File: config.mk
export PLATFORM = sky130hd
export DESIGN_NAME = axi4lite_wb_bridge
export DESIGN_NICKNAME = d
export VERILOG_FILES = /design/src/rtl/axi4lite_wb_bridge.sv
export SDC_FILE = /design/constraint.sdc
export NUM_CORES = 1
export LEC_CHECK = 0
export CAP_MARGIN = 20
export CORE_AREA = 2 2 143 145
export CTS_CLUSTER_DIAMETER = 50
export DETAILED_ROUTE_END_ITERATION = 16
export DIE_AREA = 0 0 145 147
export PLACE_DENSITY_LB_ADDON = 0.3
export SYNTH_ARGS = -nofsm -noshare
export SYNTH_HDL_FRONTEND = slang
export SYNTH_SLANG_ARGS = --single-unit
File: constraint.sdc
create_clock -name clk_i -period 5.65 [get_ports clk_i]
set_input_delay 0.565 -clock clk_i [delete_from_list [all_inputs] [get_ports clk_i]]
set_output_delay 0.565 -clock clk_i [all_outputs]
set_load 0.02 [all_outputs]
File: src/rtl/axi4lite_wb_bridge.sv
// AXI4-Lite slave to Wishbone pipelined master bridge, one transaction at a time.
// Ports:
//   clk_i, rst_n_i           clock, synchronous active-low reset
//   aw*/w*/b*                AXI4-Lite write address, data and response channels
//   ar*/r*                   AXI4-Lite read address and data channels
//   wb_*_o                   Wishbone master cycle/strobe/we/address/select/data
//   wb_*_i                   Wishbone slave ack/err/rty/stall and read data
// Reads and writes alternate when both are pending; every bus cycle is bounded
// by TIMEOUT cycles (0 disables the bound).
module axi4lite_wb_bridge #(
  parameter int unsigned ADDR_WIDTH = 4,
  parameter int unsigned TIMEOUT    = 255
) (
  input  logic                  clk_i,
  input  logic                  rst_n_i,
  input  logic                  awvalid,
  output logic                  awready,
  input  logic [ADDR_WIDTH-1:0] awaddr,
  input  logic                  wvalid,
  output logic                  wready,
  input  logic [31:0]           wdata,
  input  logic [3:0]            wstrb,
  output logic                  bvalid,
  input  logic                  bready,
  output logic [1:0]            bresp,
  input  logic                  arvalid,
  output logic                  arready,
  input  logic [ADDR_WIDTH-1:0] araddr,
  output logic                  rvalid,
  input  logic                  rready,
  output logic [31:0]           rdata,
  output logic [1:0]            rresp,
  output logic                  wb_cyc_o,
  output logic                  wb_stb_o,
  output logic                  wb_we_o,
  output logic [ADDR_WIDTH-3:0] wb_adr_o,
  output logic [3:0]            wb_sel_o,
  output logic [31:0]           wb_dat_o,
  input  logic                  wb_ack_i,
  input  logic                  wb_err_i,
  input  logic                  wb_rty_i,
  input  logic                  wb_stall_i,
  input  logic [31:0]           wb_dat_i
);

  localparam int unsigned WA    = ADDR_WIDTH - 2;
  localparam int unsigned CNT_W = (TIMEOUT < 2) ? 1 : $clog2(TIMEOUT + 1);
  localparam logic [1:0]  RESP_OKAY   = 2'b00;
  localparam logic [1:0]  RESP_SLVERR = 2'b10;

  typedef enum logic [2:0] {IDLE, WB_REQ, WB_WAIT, WR_RESP, RD_RESP} state_t;

  state_t state_q, state_d;

  logic          aw_full_q, aw_full_d, w_full_q, w_full_d, ar_full_q, ar_full_d;
  logic [WA-1:0] aw_adr_q, aw_adr_d, ar_adr_q, ar_adr_d;
  logic [31:0]   w_data_q, w_data_d;
  logic [3:0]    w_strb_q, w_strb_d;
  logic          last_wr_q, last_wr_d;
  logic [CNT_W-1:0] cnt_q, cnt_d;

  logic          awready_d, wready_d, arready_d, bvalid_d, rvalid_d;
  logic [1:0]    bresp_d, rresp_d;
  logic [31:0]   rdata_d;
  logic          cyc_d, stb_d, we_d;
  logic [WA-1:0] adr_d;
  logic [3:0]    sel_d;
  logic [31:0]   dat_d;

  // Address byte-offset bits carry no information for word-wide slaves.
  logic unused_addr_bits;
  assign unused_addr_bits = ^{awaddr[1:0], araddr[1:0]};

  logic aw_hs, w_hs, ar_hs, wr_rdy, rd_rdy, start_wr, start_rd;
  logic accepted, term_any, term_err, tmo;
  logic [CNT_W:0] cnt_inc;

  assign aw_hs    = awvalid & awready;
  assign w_hs     = wvalid & wready;
  assign ar_hs    = arvalid & arready;
  // A handshake in this cycle counts as a full holder so the bus cycle starts next cycle.
  assign wr_rdy   = (aw_full_q | aw_hs) & (w_full_q | w_hs);
  assign rd_rdy   = ar_full_q | ar_hs;
  assign start_wr = wr_rdy & (~rd_rdy | ~last_wr_q);
  assign start_rd = rd_rdy & ~start_wr;
  assign term_any = wb_ack_i | wb_err_i | wb_rty_i;
  assign term_err = wb_err_i | wb_rty_i;
  assign accepted = (state_q == WB_WAIT) | ~wb_stall_i;
  assign cnt_inc  = (CNT_W+1)'(cnt_q) + (CNT_W+1)'(1);
  assign tmo      = (TIMEOUT != 0) && (cnt_inc == (CNT_W+1)'(TIMEOUT));

  // Next-state, holder and output logic.
  always_comb begin
    state_d   = state_q;
    aw_full_d = aw_full_q;
    aw_adr_d  = aw_adr_q;
    w_full_d  = w_full_q;
    w_data_d  = w_data_q;
    w_strb_d  = w_strb_q;
    ar_full_d = ar_full_q;
    ar_adr_d  = ar_adr_q;
    last_wr_d = last_wr_q;
    cnt_d     = cnt_q;
    bvalid_d  = bvalid;
    bresp_d   = bresp;
    rvalid_d  = rvalid;
    rresp_d   = rresp;
    rdata_d   = rdata;
    cyc_d     = wb_cyc_o;
    stb_d     = wb_stb_o;
    we_d      = wb_we_o;
    adr_d     = wb_adr_o;
    sel_d     = wb_sel_o;
    dat_d     = wb_dat_o;

    if (aw_hs) begin
      aw_full_d = 1'b1;
      aw_adr_d  = awaddr[ADDR_WIDTH-1:2];
    end
    if (w_hs) begin
      w_full_d = 1'b1;
      w_data_d = wdata;
      w_strb_d = wstrb;
    end
    if (ar_hs) begin
      ar_full_d = 1'b1;
      ar_adr_d  = araddr[ADDR_WIDTH-1:2];
    end

    unique case (state_q)
      IDLE: begin
        if (start_wr) begin
          aw_full_d = 1'b0;
          w_full_d  = 1'b0;
          last_wr_d = 1'b1;
          cnt_d     = '0;
          cyc_d     = 1'b1;
          stb_d     = 1'b1;
          we_d      = 1'b1;
          adr_d     = aw_full_q ? aw_adr_q : awaddr[ADDR_WIDTH-1:2];
          sel_d     = w_full_q ? w_strb_q : wstrb;
          dat_d     = w_full_q ? w_data_q : wdata;
          state_d   = WB_REQ;
        end else if (start_rd) begin
          ar_full_d = 1'b0;
          last_wr_d = 1'b0;
          cnt_d     = '0;
          cyc_d     = 1'b1;
          stb_d     = 1'b1;
          we_d      = 1'b0;
          adr_d     = ar_full_q ? ar_adr_q : araddr[ADDR_WIDTH-1:2];
          sel_d     = 4'hF;
          state_d   = WB_REQ;
        end
      end
      WB_REQ, WB_WAIT: begin
        cnt_d = cnt_inc[CNT_W-1:0];
        // Termination only counts once the strobe has been accepted.
        if ((accepted && term_any) || tmo) begin
          cyc_d = 1'b0;
          stb_d = 1'b0;
          if (wb_we_o) begin
            bvalid_d = 1'b1;
            bresp_d  = (term_any && !term_err && accepted) ? RESP_OKAY : RESP_SLVERR;
            state_d  = WR_RESP;
          end else begin
            rvalid_d = 1'b1;
            if (term_any && !term_err && accepted) begin
              rresp_d = RESP_OKAY;
              rdata_d = wb_dat_i;
            end else begin
              rresp_d = RESP_SLVERR;
              rdata_d = '0;
            end
            state_d = RD_RESP;
          end
        end else if (state_q == WB_REQ && !wb_stall_i) begin
          stb_d   = 1'b0;
          state_d = WB_WAIT;
        end
      end
      WR_RESP: begin
        if (bready) begin
          bvalid_d = 1'b0;
          state_d  = IDLE;
        end
      end
      RD_RESP: begin
        if (rready) begin
          rvalid_d = 1'b0;
          state_d  = IDLE;
        end
      end
      default: state_d = IDLE;
    endcase

    awready_d = ~aw_full_d;
    wready_d  = ~w_full_d;
    arready_d = ~ar_full_d;
  end

  // State and registered outputs.
  always_ff @(posedge clk_i) begin
    if (!rst_n_i) begin
      state_q   <= IDLE;
      aw_full_q <= 1'b0;
      aw_adr_q  <= '0;
      w_full_q  <= 1'b0;
      w_data_q  <= '0;
      w_strb_q  <= '0;
      ar_full_q <= 1'b0;
      ar_adr_q  <= '0;
      last_wr_q <= 1'b0;
      cnt_q     <= '0;
      awready   <= 1'b0;
      wready    <= 1'b0;
      arready   <= 1'b0;
      bvalid    <= 1'b0;
      bresp     <= '0;
      rvalid    <= 1'b0;
      rresp     <= '0;
      rdata     <= '0;
      wb_cyc_o  <= 1'b0;
      wb_stb_o  <= 1'b0;
      wb_we_o   <= 1'b0;
      wb_adr_o  <= '0;
      wb_sel_o  <= '0;
      wb_dat_o  <= '0;
    end else begin
      state_q   <= state_d;
      aw_full_q <= aw_full_d;
      aw_adr_q  <= aw_adr_d;
      w_full_q  <= w_full_d;
      w_data_q  <= w_data_d;
      w_strb_q  <= w_strb_d;
      ar_full_q <= ar_full_d;
      ar_adr_q  <= ar_adr_d;
      last_wr_q <= last_wr_d;
      cnt_q     <= cnt_d;
      awready   <= awready_d;
      wready    <= wready_d;
      arready   <= arready_d;
      bvalid    <= bvalid_d;
      bresp     <= bresp_d;
      rvalid    <= rvalid_d;
      rresp     <= rresp_d;
      rdata     <= rdata_d;
      wb_cyc_o  <= cyc_d;
      wb_stb_o  <= stb_d;
      wb_we_o   <= we_d;
      wb_adr_o  <= adr_d;
      wb_sel_o  <= sel_d;
      wb_dat_o  <= dat_d;
    end
  end

endmodule

==> results of run 1 <==
state kept, by name, summed over array words and instances (netlist names):
register   cells
rresp          1
cnt_q          8
wb_stb_o       1
arready        1
ar_adr_q       2
wb_adr_o       2
aw_full_q      1
wb_dat_o      32
bvalid         1
aw_adr_q       2
w_strb_q       4
state_q        3
wready         1
wb_cyc_o       1
bresp          1
awready        1
last_wr_q      1
wb_sel_o       4
rvalid         1
w_full_q       1
ar_full_q      1
rdata         32
w_data_q      32
kinds of logic after synthesis:
group,share of synthesized area [%]
AO/OA/AOI/OAI,24.2
XOR/XNOR,0.300
AND/OR/NAND/NOR,16.5
buffers and inverters,5.01
multiplexers,7.72
flip-flops,45.9
other,0.0641
adder cells (fa/ha/maj),0.428
cells in the final DEF, fill, tap and decap left out, types with 3 or more instances in the layout:
cell type / instances
clkbuf_16: 17
a31oi_1: 4
a311oi_1: 4
dfxtp_1: 133
a211oi_1: 36
buf_4: 8
nand3_1: 9
mux2i_1: 44
inv_1: 3
o211ai_2: 29
o21ai_0: 4
o211ai_1: 6
clkdlybuf4s50_1: 162
a21oi_1: 88
nor2_1: 60
o21ai_1: 8
inv_6: 5
and3b_1: 3
and2_1: 4
nand2_1: 123
nor3_1: 4
clkinvlp_4: 3
layout make-up:
class | count | area, um2 | area share (%)
clock inverters | 14 | 141 | 1.73
clock buffers | 18 | 429 | 5.24
flip-flops and latches | 134 | 2680 | 32.8
multi-input cells | 471 | 2890 | 35.3
inverters | 5 | 21.3 | 0.260
repair buffers | 170 | 1680 | 20.5
well taps | 270 | 338 | 4.13
final timing paths:
kind / slack [ps] / from / depth (start not counted) / endpoint
worst min register to register: 450 / w_data_q[14] / 2 / w_data_q[14]
worst max register to register: 2790 / w_full_q / 7 / wb_dat_o[0]
worst max-delay path: 2790 / w_full_q / 7 / wb_dat_o[0]
worst min-delay path: 450 / w_data_q[14] / 2 / w_data_q[14]
per-stage QoR:
stage / cell area (um2) / power (mW) / cells / hold slack (ps) / setup WS [ps]
3_5_place_dp: 7610 / 1.90 / 1050 / 446 / 2530
4_1_cts: 8180 / 3.00 / 1082 / 455 / 2710
6_report: 8180 / 2.96 / 1082 / 452 / 2790
2_1_floorplan: 5850 / 1.61 / 667 / 436 / 3490
5_1_grt: 8180 / 3.12 / 1082 / 471 / 2450
3_3_place_gp: 7610 / 1.90 / 1050 / 441 / 2540
layer usage:
layer / global-route usage, % / vias to the layer above / share of wire, %
li1: - / 2622 / -
met1: 19.2 / 2314 / 47
met2: 23.2 / 155 / 44
met3: 5.99 / 8 / 8.3
met4: 5.40 / 0 / 0.75
met5: 0 / - / 0
power groups by stage:
stage / combinational [mW] / clock, mW / sequential, mW
floorplan: 0.417 / 0 / 1.19
global placement: 0.760 / 0 / 1.14
detailed placement: 0.760 / 0 / 1.14
CTS: 0.763 / 1.12 / 1.12
global route: 0.828 / 1.16 / 1.14
finish: 0.752 / 1.08 / 1.12
worst max-delay path, cell delays in order, from the launching register on:
cell and delay, ps:
dfxtp_2 310, buf_4 530, a21oi_1 240, a211oi_2 570, and2_2 240, buf_4 520
nor2_1 90, a211oi_1 220
==> results by group, run 1 <==
Status
  – Status: completed

Pwr
  – Clock Power Share: 36.6%
  – Int Power: 1.98 mW
  – Logic pwr share: 25.4%
  – Sw Pwr: 0.976 mW
  – Flop pwr share: 38.0%
  – Lkg Pwr: 2.69 nW
  – Power Density: 361 nW/um2
  – Sw Ratio: 33.0%
  – Worst ir drop on vdd: 0.215 mV

Clocking
  – Post-cts sizing count: 0
  – CTS tree: done
  – Clock slew at reported path FFs: 60 ps
  – Clock latency on the worst-skew pair: 420 ps
  – Sink Count: 134
  – Htree depth: 4
  – Hold_buf cts: 0
  – Buffer count from post-CTS setup fixing: 0
  – Worst-case clock buffer depth: 2
  – Num CTS Buffers: 17
  – Root Driver: clkbuf_16

Floorplan
  – Chip width: 145 um
  – Die Span Y: 147 um
  – DIE AREA: 21300 um2
  – CORE AREA: 19800 um2
  – Starting Density: 29.5%
  – Row count: 52
  – # IOs: 169

Placement
  – Placer congestion estimate: 0.745
  – PortBufs: 162
  – Hpwl dp: 10.1 mm

STA
  – Endpoints failing hold: 0
  – Fin. max-slew vios: 0
  – Max Clock Skew: 6.27 ps
  – Max Freq: 0.349 GHz
  – Final setup viols: 0
  – Fin crit period: 2860 ps
  – RSZ-0062 raised after global routing: false
  – Slew @ Worst Pin: 875 ps
  – Tcrit/Tclk final: 50.7%
  – Slew margin rel.: 41.2%
  – Final TNS setup: 0 ps

Synthesis
  – Post-synth top area share: 45.9%
  – Top FF cell, synth: dfxtp_1
  – Most common library cells after synthesis: dfxtp_1, nand2_1, a21oi_1
  – Top post-synthesis cells by area: dfxtp_1, nand2_1, a21oi_1
  – Post-synth EDFFs: 0
  – Sequential fraction of the synthesis area: 45.9%
  – Post-synthesis cell count: 666
  – Distinct cell type count after synthesis: 57
  – Post-synth ARST share: 0%
  – Cell accounting for the most synthesized area: dfxtp_1
  – Top-count cell post-synth: dfxtp_1
  – Syn avg cell area: 8.78 um2
  – Post-Syn Area: 5850 um2
  – Synthesized flop and latch total: 134
  – Yosys Warn Count: 0

Finish
  – Core Util, Final: 41.2%
  – Layout cells sized above 1: 9.98%
  – Final net count: 888
  – ANT cells: 0
  – Synth-to-Final Area Change: 39.9%
  – FILL cells: 1990

Routing
  – Vias/cell: 4.71
  – Via total after detailed routing: 5099
  – DR WL/cell: 14.6 um
  – Iteration-0 DRC Markers: 230
  – Final wirelength: 15.8 mm
  – Post-route ant nets: 0
  – DR pass1 iterations: 5
  – # DRC: 0

Job
  – Max_cap viols: 0

Worst setup path
  – Worst setup EP type: flop
  – CP Class: reg -> reg
  – Crit-path max FO: 68
  – Crit path DAT: 3190 ps
  – Critical Path RT: 5980 ps
  – Startpoint types: flop

GRT
  – Grt total ovfl: 0
  – Largest net degree at the start of global routing: 71
  – Initial antenna violation count: 0
  – GRT Total Usage: 15.1%
  – Global-route wire length before repair: 25.9 mm
  – Vias in the first global route: 4914

Worst hold path
  – Hold Path Class: reg -> reg
Power figures use the tool's default switching activity.
==> inputs of run 2 (changes only) <==
==> constraint.sdc (replaced) <==
create_clock -name clk_i -period 2.7 [get_ports clk_i]
set_input_delay 0.27 -clock clk_i [delete_from_list [all_inputs] [get_ports clk_i]]
set_output_delay 0.27 -clock clk_i [all_outputs]
set_load 0.02 [all_outputs]
==> run 2 against run 1 <==
Global-route usage about the same; via count increased by 0.82%; critical path type unchanged; total power rose by 110%; critical endpoint is now rdata[19]; final area increased by 2.0%.
==> results by group, run 2 (synthesized netlist as in run 1, its figures left out) <==
Status
  – Status: completed

Floorplan
  – CORE AREA: 19800 um2 (unchanged)
  – DIE AREA: 21300 um2 (unchanged)
  – Row count: 52 (unchanged)
  – # IOs: 169 (unchanged)
  – Starting Density: 29.5% (unchanged)
  – Chip width: 145 um (unchanged)
  – Die Span Y: 147 um (unchanged)

Finish
  – Biggest regs: rdata x32, w_data_q x32, wb_dat_o x32
  – Layout cells sized above 1: 11.4% (+1.4 points)
  – FILL cells: 1987 (-0.15%)
  – ANT cells: 0 (unchanged)
  – Commonest non-fill, non-tap cell in the layout: clkdlybuf4s50_1
  – Synth-to-Final Area Change: 42.8%
  – Post-route cell area: 8350 um2 (+2.0%)
  – Final net count: 901 (+1.5%)
  – Leading cell types in the layout, fill and taps excluded: clkdlybuf4s50_1, dfxtp_1, nand2_1, a21oi_1, nor2_1

Pwr
  – Clock Power Share: 36.8% (+0.2 points)
  – Sw Ratio: 32.3% (-0.77 points)
  – Int Power: 4.30 mW (+120%)
  – Sw Pwr: 2.05 mW (+110%)
  – Logic pwr share: 26.6% (+1.2 points)
  – Power Density: 761 nW/um2 (+110%)
  – Flop pwr share: 36.6% (-1.4 points)
  – Lkg Pwr: 2.78 nW (+3.3%)
  – Worst ir drop on vdd: 0.527 mV (+150%)

Routing
  – Post-route ant nets: 0 (unchanged)
  – Vias/cell: 4.70 (-0.28%)
  – Top sig layer: met4
  – DR WL/cell: 14.5 um (-0.58%)
  – Via total after detailed routing: 5141 (+0.82%)
  – M1 WL: 7.58 mm (+1.5%)
  – Iteration-0 DRC Markers: 214 (-7.0%)
  – WL met2: 6.80 mm (-1.1%)
  – # DRC: 0 (unchanged)
  – Final wirelength: 15.8 mm (+0.53%)
  – Routed met3 length: 1.31 mm (+0.38%)
  – DR pass1 iterations: 4 (-1)

STA
  – Worst hold slack: 397 ps (-55.7 ps)
  – Fin crit period: 2270 ps (-596 ps)
  – RSZ-0062 raised after global routing: false
  – Fin. max-slew vios: 0 (unchanged)
  – Slew margin rel.: 56.4% (+15 points)
  – Final setup viols: 0 (unchanged)
  – Slew @ Worst Pin: 654 ps (-221 ps)
  – Tcrit/Tclk final: 83.9% (+33 points)
  – Endpoints failing hold: 0 (unchanged)
  – Max Clock Skew: 7.61 ps (+1.34 ps)
  – Max Freq: 0.441 GHz (+26%)
  – Final TNS setup: 0 ps (unchanged)

Worst setup path
  – Crit path DAT: 2550 ps (-640 ps)
  – Startpoint types: flop
  – Critical Path RT: 2990 ps (-2990 ps)
  – Slowest CP cell: or4_4
  – R2R Path Start: cnt_q[1]
  – CP Class: reg -> reg
  – Max stage delay on crit path: 770 ps (+200 ps)
  – CP Buf/Inv Count: 0 (-2)
  – Crit-path cells: ha_1, nand3_1, xor2_1, or4_4, o211ai_1, a21oi_1
  – Family with the most delay on the worst path: simple AND/OR/NAND/NOR gates
  – Crit-path max FO: 33 (-51%)
  – Crit path from: cnt_q[1]
  – Worst setup EP type: flop

Clocking
  – Clock slew at reported path FFs: 60 ps (about the same)
  – Worst-case clock buffer depth: 2 (unchanged)
  – Post-cts sizing count: 0 (unchanged)
  – CTS tree: done
  – Buffer count from post-CTS setup fixing: 0 (unchanged)
  – Root Driver: clkbuf_16
  – Htree depth: 4 (unchanged)
  – Clock latency on the worst-skew pair: 420 ps (about the same)
  – Num CTS Buffers: 17 (unchanged)
  – Hold_buf cts: 0 (unchanged)
  – Sink Count: 134 (unchanged)

GRT
  – Initial antenna violation count: 0 (unchanged)
  – Grt total ovfl: 0 (unchanged)
  – Global-route wire length before repair: 26.1 mm (+0.69%)
  – GRT Total Usage: 15.1% (+0.049 points)
  – Largest net degree at the start of global routing: 55 (-23%)
  – Vias in the first global route: 4948 (+0.69%)

Worst hold path
  – Hold Path Class: in -> reg
  – Hold wc startpoint: wb_dat_i[21]

Job
  – Max_cap viols: 0 (unchanged)

Placement
  – Placer congestion estimate: 0.758 (+1.8%)
  – PortBufs: 162 (unchanged)
  – DP Area: 7760 um2 (+1.9%)
  – Hpwl dp: 10.3 mm (+1.8%)
run 2: changes by cell type in the layout (fill, tap and decap cells not counted), sizes merged:
cell      delta
clkbuf       -1
bufinv       +1
clkinvlp     +1
buf         +13
clkinv       -2
run 2: power by group through the flow:
stage	Combinational, mW	Clock (mW)	Sequential (mW)
2_1_floorplan	0.873	0	2.49
3_3_place_gp	1.70	0	2.36
3_5_place_dp	1.70	0	2.37
4_1_cts	1.71	2.41	2.33
5_1_grt	1.86	2.49	2.36
6_report	1.69	2.34	2.32
run 2: layout make-up:
type	instances	area, um2	share of cell area, %
inverters	5	21.3	0.255
well taps	270	338	4.04
clock buffers	17	425	5.09
clock inverters	14	165	1.98
flip-flops and latches	134	2680	32.1
repair buffers	183	1830	21.9
multi-input cells	471	2890	34.6
run 2: metrics by stage:
step	setup slack (ps)	utilization, %	power [mW]	cells
detailed placement	427	39.1	4.07	1063
CTS	443	42.1	6.45	1094
global route	257	42.1	6.71	1094
global placement	445	39.1	4.06	1063
floorplan	540	-	3.36	667
finish	435	42.1	6.35	1094
run 2: layer usage:
layer / up-vias / GRT usage (%)
met3: 13 / 5.90
met2: 159 / 23.1
li1: 2653 / -
met1: 2316 / 19.7
met5: - / 0
met4: 0 / 4.70
run 2: worst min-delay path: cells and delay by family:
| kind | cells | cell delay [ps] |
|---|---|---|
| compound gates | 1 | 50 |
| simple gates | 1 | 50 |
| buf+inv | 1 | 400 |
run 2: worst paths after layout:
check | end | slack, ps | cells past startpoint
max | rdata[19] | 430 | 6
min | rdata[21] | 400 | 3
max reg2reg | rdata[19] | 430 | 6
min reg2reg | w_data_q[12] | 450 | 2
==> inputs of run 3 (changes only) <==
==> constraint.sdc (replaced) <==
create_clock -name clk_i -period 1.9 [get_ports clk_i]
set_input_delay 0.19 -clock clk_i [delete_from_list [all_inputs] [get_ports clk_i]]
set_output_delay 0.19 -clock clk_i [all_outputs]
set_load 0.02 [all_outputs]
==> run 3 against run 2 <==
The run now ends with negative setup slack left; setup slack got worse by 490 ps; combinational power rose by 56%; flip-flop and latch count unchanged; critical endpoint is now rdata[8]; highest routed layer unchanged; via count is 2.1% higher; wire length increased by 2.8%; non-clock buffer count rose by 32; sequential power rose by 41%; global-route usage about the same.
==> results by group, run 3 (synthesized netlist as in run 1, its figures left out) <==
STA
  – Slew @ Worst Pin: 626 ps (-27.9 ps)
  – Fin crit period: 1960 ps (-309 ps)
  – RSZ-0062 raised after global routing: true
  – Fin. max-slew vios: 0 (unchanged)
  – Final TNS setup: -692 ps (-692 ps)
  – Tcrit/Tclk final: 103% (+19 points)
  – Endpoints failing hold: 0 (unchanged)
  – Final setup viols: 24 (+24)
  – Max Clock Skew: 6.60 ps (-1.02 ps)
  – Setup ws final: -56.0 ps (-491 ps)
  – Max Freq: 0.511 GHz (+16%)
  – Slew margin rel.: 58.3% (+1.9 points)

Placement
  – Placed cells: 1090 (+2.5%)
  – DP Area: 8080 um2 (+4.2%)
  – Hpwl dp: 10.9 mm (+5.9%)
  – Pre-CTS setup slack: -219 ps (-646 ps)
  – Placer congestion estimate: 0.791 (+4.4%)
  – PortBufs: 162 (unchanged)

Worst setup path
  – Worst setup EP type: flop
  – Critical Path RT: 2200 ps (-790 ps)
  – Crit-path cells: ha_4, nand3_4, xor2_2, or4_4, clkbuf_16, o211ai_2, a21oi_1
  – R2R Path Start: cnt_q[1]
  – FF-to-FF path depth: 7 (+1)
  – Slowest CP cell: or4_4
  – CP Class: reg -> reg
  – Crit path DAT: 2250 ps (-300 ps)
  – CP Buf/Inv Count: 1 (+1)
  – Startpoint types: flop
  – Family with the most delay on the worst path: simple AND/OR/NAND/NOR gates
  – R2R Path End: rdata[8]
  – Reg-to-reg setup timing slack: -60 ps (-490 ps)
  – Max stage delay on crit path: 560 ps (-210 ps)
  – Crit-path max FO: 16 (-52%)

Floorplan
  – Starting Density: 29.5% (unchanged)
  – Row count: 52 (unchanged)
  – DIE AREA: 21300 um2 (unchanged)
  – Die Span Y: 147 um (unchanged)
  – CORE AREA: 19800 um2 (unchanged)
  – # IOs: 169 (unchanged)
  – Chip width: 145 um (unchanged)

Routing
  – Vias/cell: 4.66 (-0.78%)
  – DR WL/cell: 14.5 um (-0.17%)
  – M1 WL: 7.41 mm (-2.2%)
  – Routed met3 length: 1.57 mm (+19%)
  – Top sig layer: met4
  – WL met2: 7.11 mm (+4.6%)
  – Post-route ant nets: 0 (unchanged)
  – # DRC: 0 (unchanged)
  – Iteration-0 DRC Markers: 163 (-24%)
  – Via total after detailed routing: 5250 (+2.1%)
  – Final wirelength: 16.3 mm (+2.8%)
  – DR pass1 iterations: 4 (unchanged)

Clocking
  – Hold_buf cts: 0 (unchanged)
  – Root Driver: clkbuf_16
  – Sink Count: 134 (unchanged)
  – Clock latency on the worst-skew pair: 420 ps (about the same)
  – Num CTS Buffers: 17 (unchanged)
  – CTS tree: done
  – Htree depth: 4 (unchanged)
  – Clock slew at reported path FFs: 60 ps (about the same)
  – Worst-case clock buffer depth: 2 (unchanged)

Finish
  – ANT cells: 0 (unchanged)
  – Synth-to-Final Area Change: 50.0%
  – Fin cells: 1126 (+2.9%)
  – Post-route cell area: 8770 um2 (+5.0%)
  – Commonest non-fill, non-tap cell in the layout: clkdlybuf4s50_1
  – Leading cell types in the layout, fill and taps excluded: clkdlybuf4s50_1, dfxtp_1, nand2_1, a21oi_1, nor2_1
  – Layout cells sized above 1: 16.8% (+5.4 points)
  – Final net count: 933 (+3.6%)
  – Biggest regs: rdata x32, w_data_q x32, wb_dat_o x32

GRT
  – Vias in the first global route: 5084 (+2.7%)
  – Largest net degree at the start of global routing: 38 (-31%)
  – Initial antenna violation count: 0 (unchanged)
  – GRT Total Usage: 15.1% (about the same)
  – Global-route wire length before repair: 26.0 mm (-0.29%)
  – Grt total ovfl: 0 (unchanged)

Pwr
  – Power Density: 1040 nW/um2 (+37%)
  – Lkg Pwr: 3.00 nW (+7.8%)
  – Worst ir drop on vdd: 0.712 mV (+35%)

Worst hold path
  – Hold Path Sink: rdata[12]
  – Hold wc startpoint: wb_dat_i[12]
  – Hold path cells: 3 (unchanged)
  – Hold Path Class: in -> reg

Status
  – Failing checks: negative setup slack
  – Status: complete, but fails checks

Job
  – Max_cap viols: 0 (unchanged)
-- run 3: cell types whose count changed in the layout (fill, tap and decap cells not counted), moves of 2 or more --
| cell | change |
|---|---|
| buf_12 | +5 |
| clkinv_4 | +2 |
| dfxtp_1 | -6 |
| clkinvlp_4 | -2 |
| a21oi_1 | -7 |
| clkbuf_16 | +2 |
| buf_4 | +24 |
| a21oi_2 | +7 |
| dfxtp_2 | +3 |
| dfxtp_4 | +3 |
| inv_6 | -2 |
-- run 3: power by group --
part           internal [mW]  switching, mW
Clock                   1.83           1.38
Combinational           1.21           1.43
Sequential              3.10          0.183
-- run 3: worst max path at each step --
stage                     startpoint         end  slack [ps]  depth (start not counted)
after global routing        cnt_q[1]    rdata[8]        -110                          7
after CTS                   cnt_q[1]   rdata[19]         0.3                          7
final                       cnt_q[1]    rdata[8]         -60                          7
after detailed placement      wvalid  state_q[1]        -220                          6
after global placement        wvalid  state_q[1]        -160                          6
after floorplan             cnt_q[0]    rdata[0]           2                          9
-- run 3: tightest hold or removal path: cells and delay by family --
| kind | cells | cell delay (ps) |
|---|---|---|
| compound gates | 1 | 50 |
| buf+inv | 1 | 390 |
| simple gates | 1 | 50 |
-- run 3: cell type report --
type	count	area [um2]
Multi-Input combinational cell	471	2960
Clock inverter	14	143
Tap cell	270	338
Sequential cell	134	2700
Fill cell	1957	11100
Inverter	5	21.3
Clock buffer	17	425
Timing Repair Buffer	215	2190
-- run 3: stage by stage --
stage | power [mW] | utilization (%) | hold WS [ps]
2_1_floorplan | 4.79 | - | 326
3_3_place_gp | 5.94 | 40.7 | 441
3_5_place_dp | 5.96 | 40.7 | 446
4_1_cts | 9.20 | 43.6 | 304
5_1_grt | 9.59 | 44.2 | 322
6_report | 9.12 | 44.2 | 321
-- run 3: repair_timing --
item / in CTS / in global routing
setup buffers: 0 / 3
resized for setup: 2 / 10
gates cloned: 0 / 2
endpoints found under the setup margin: 14 / 38
pin swaps: 0 / 8
-- run 3: metal layers --
layer,vias to the layer above,track usage [%]
met5,-,0
met3,11,6.68
met4,0,4.70
met2,165,22.7
li1,2712,-
met1,2362,19.5
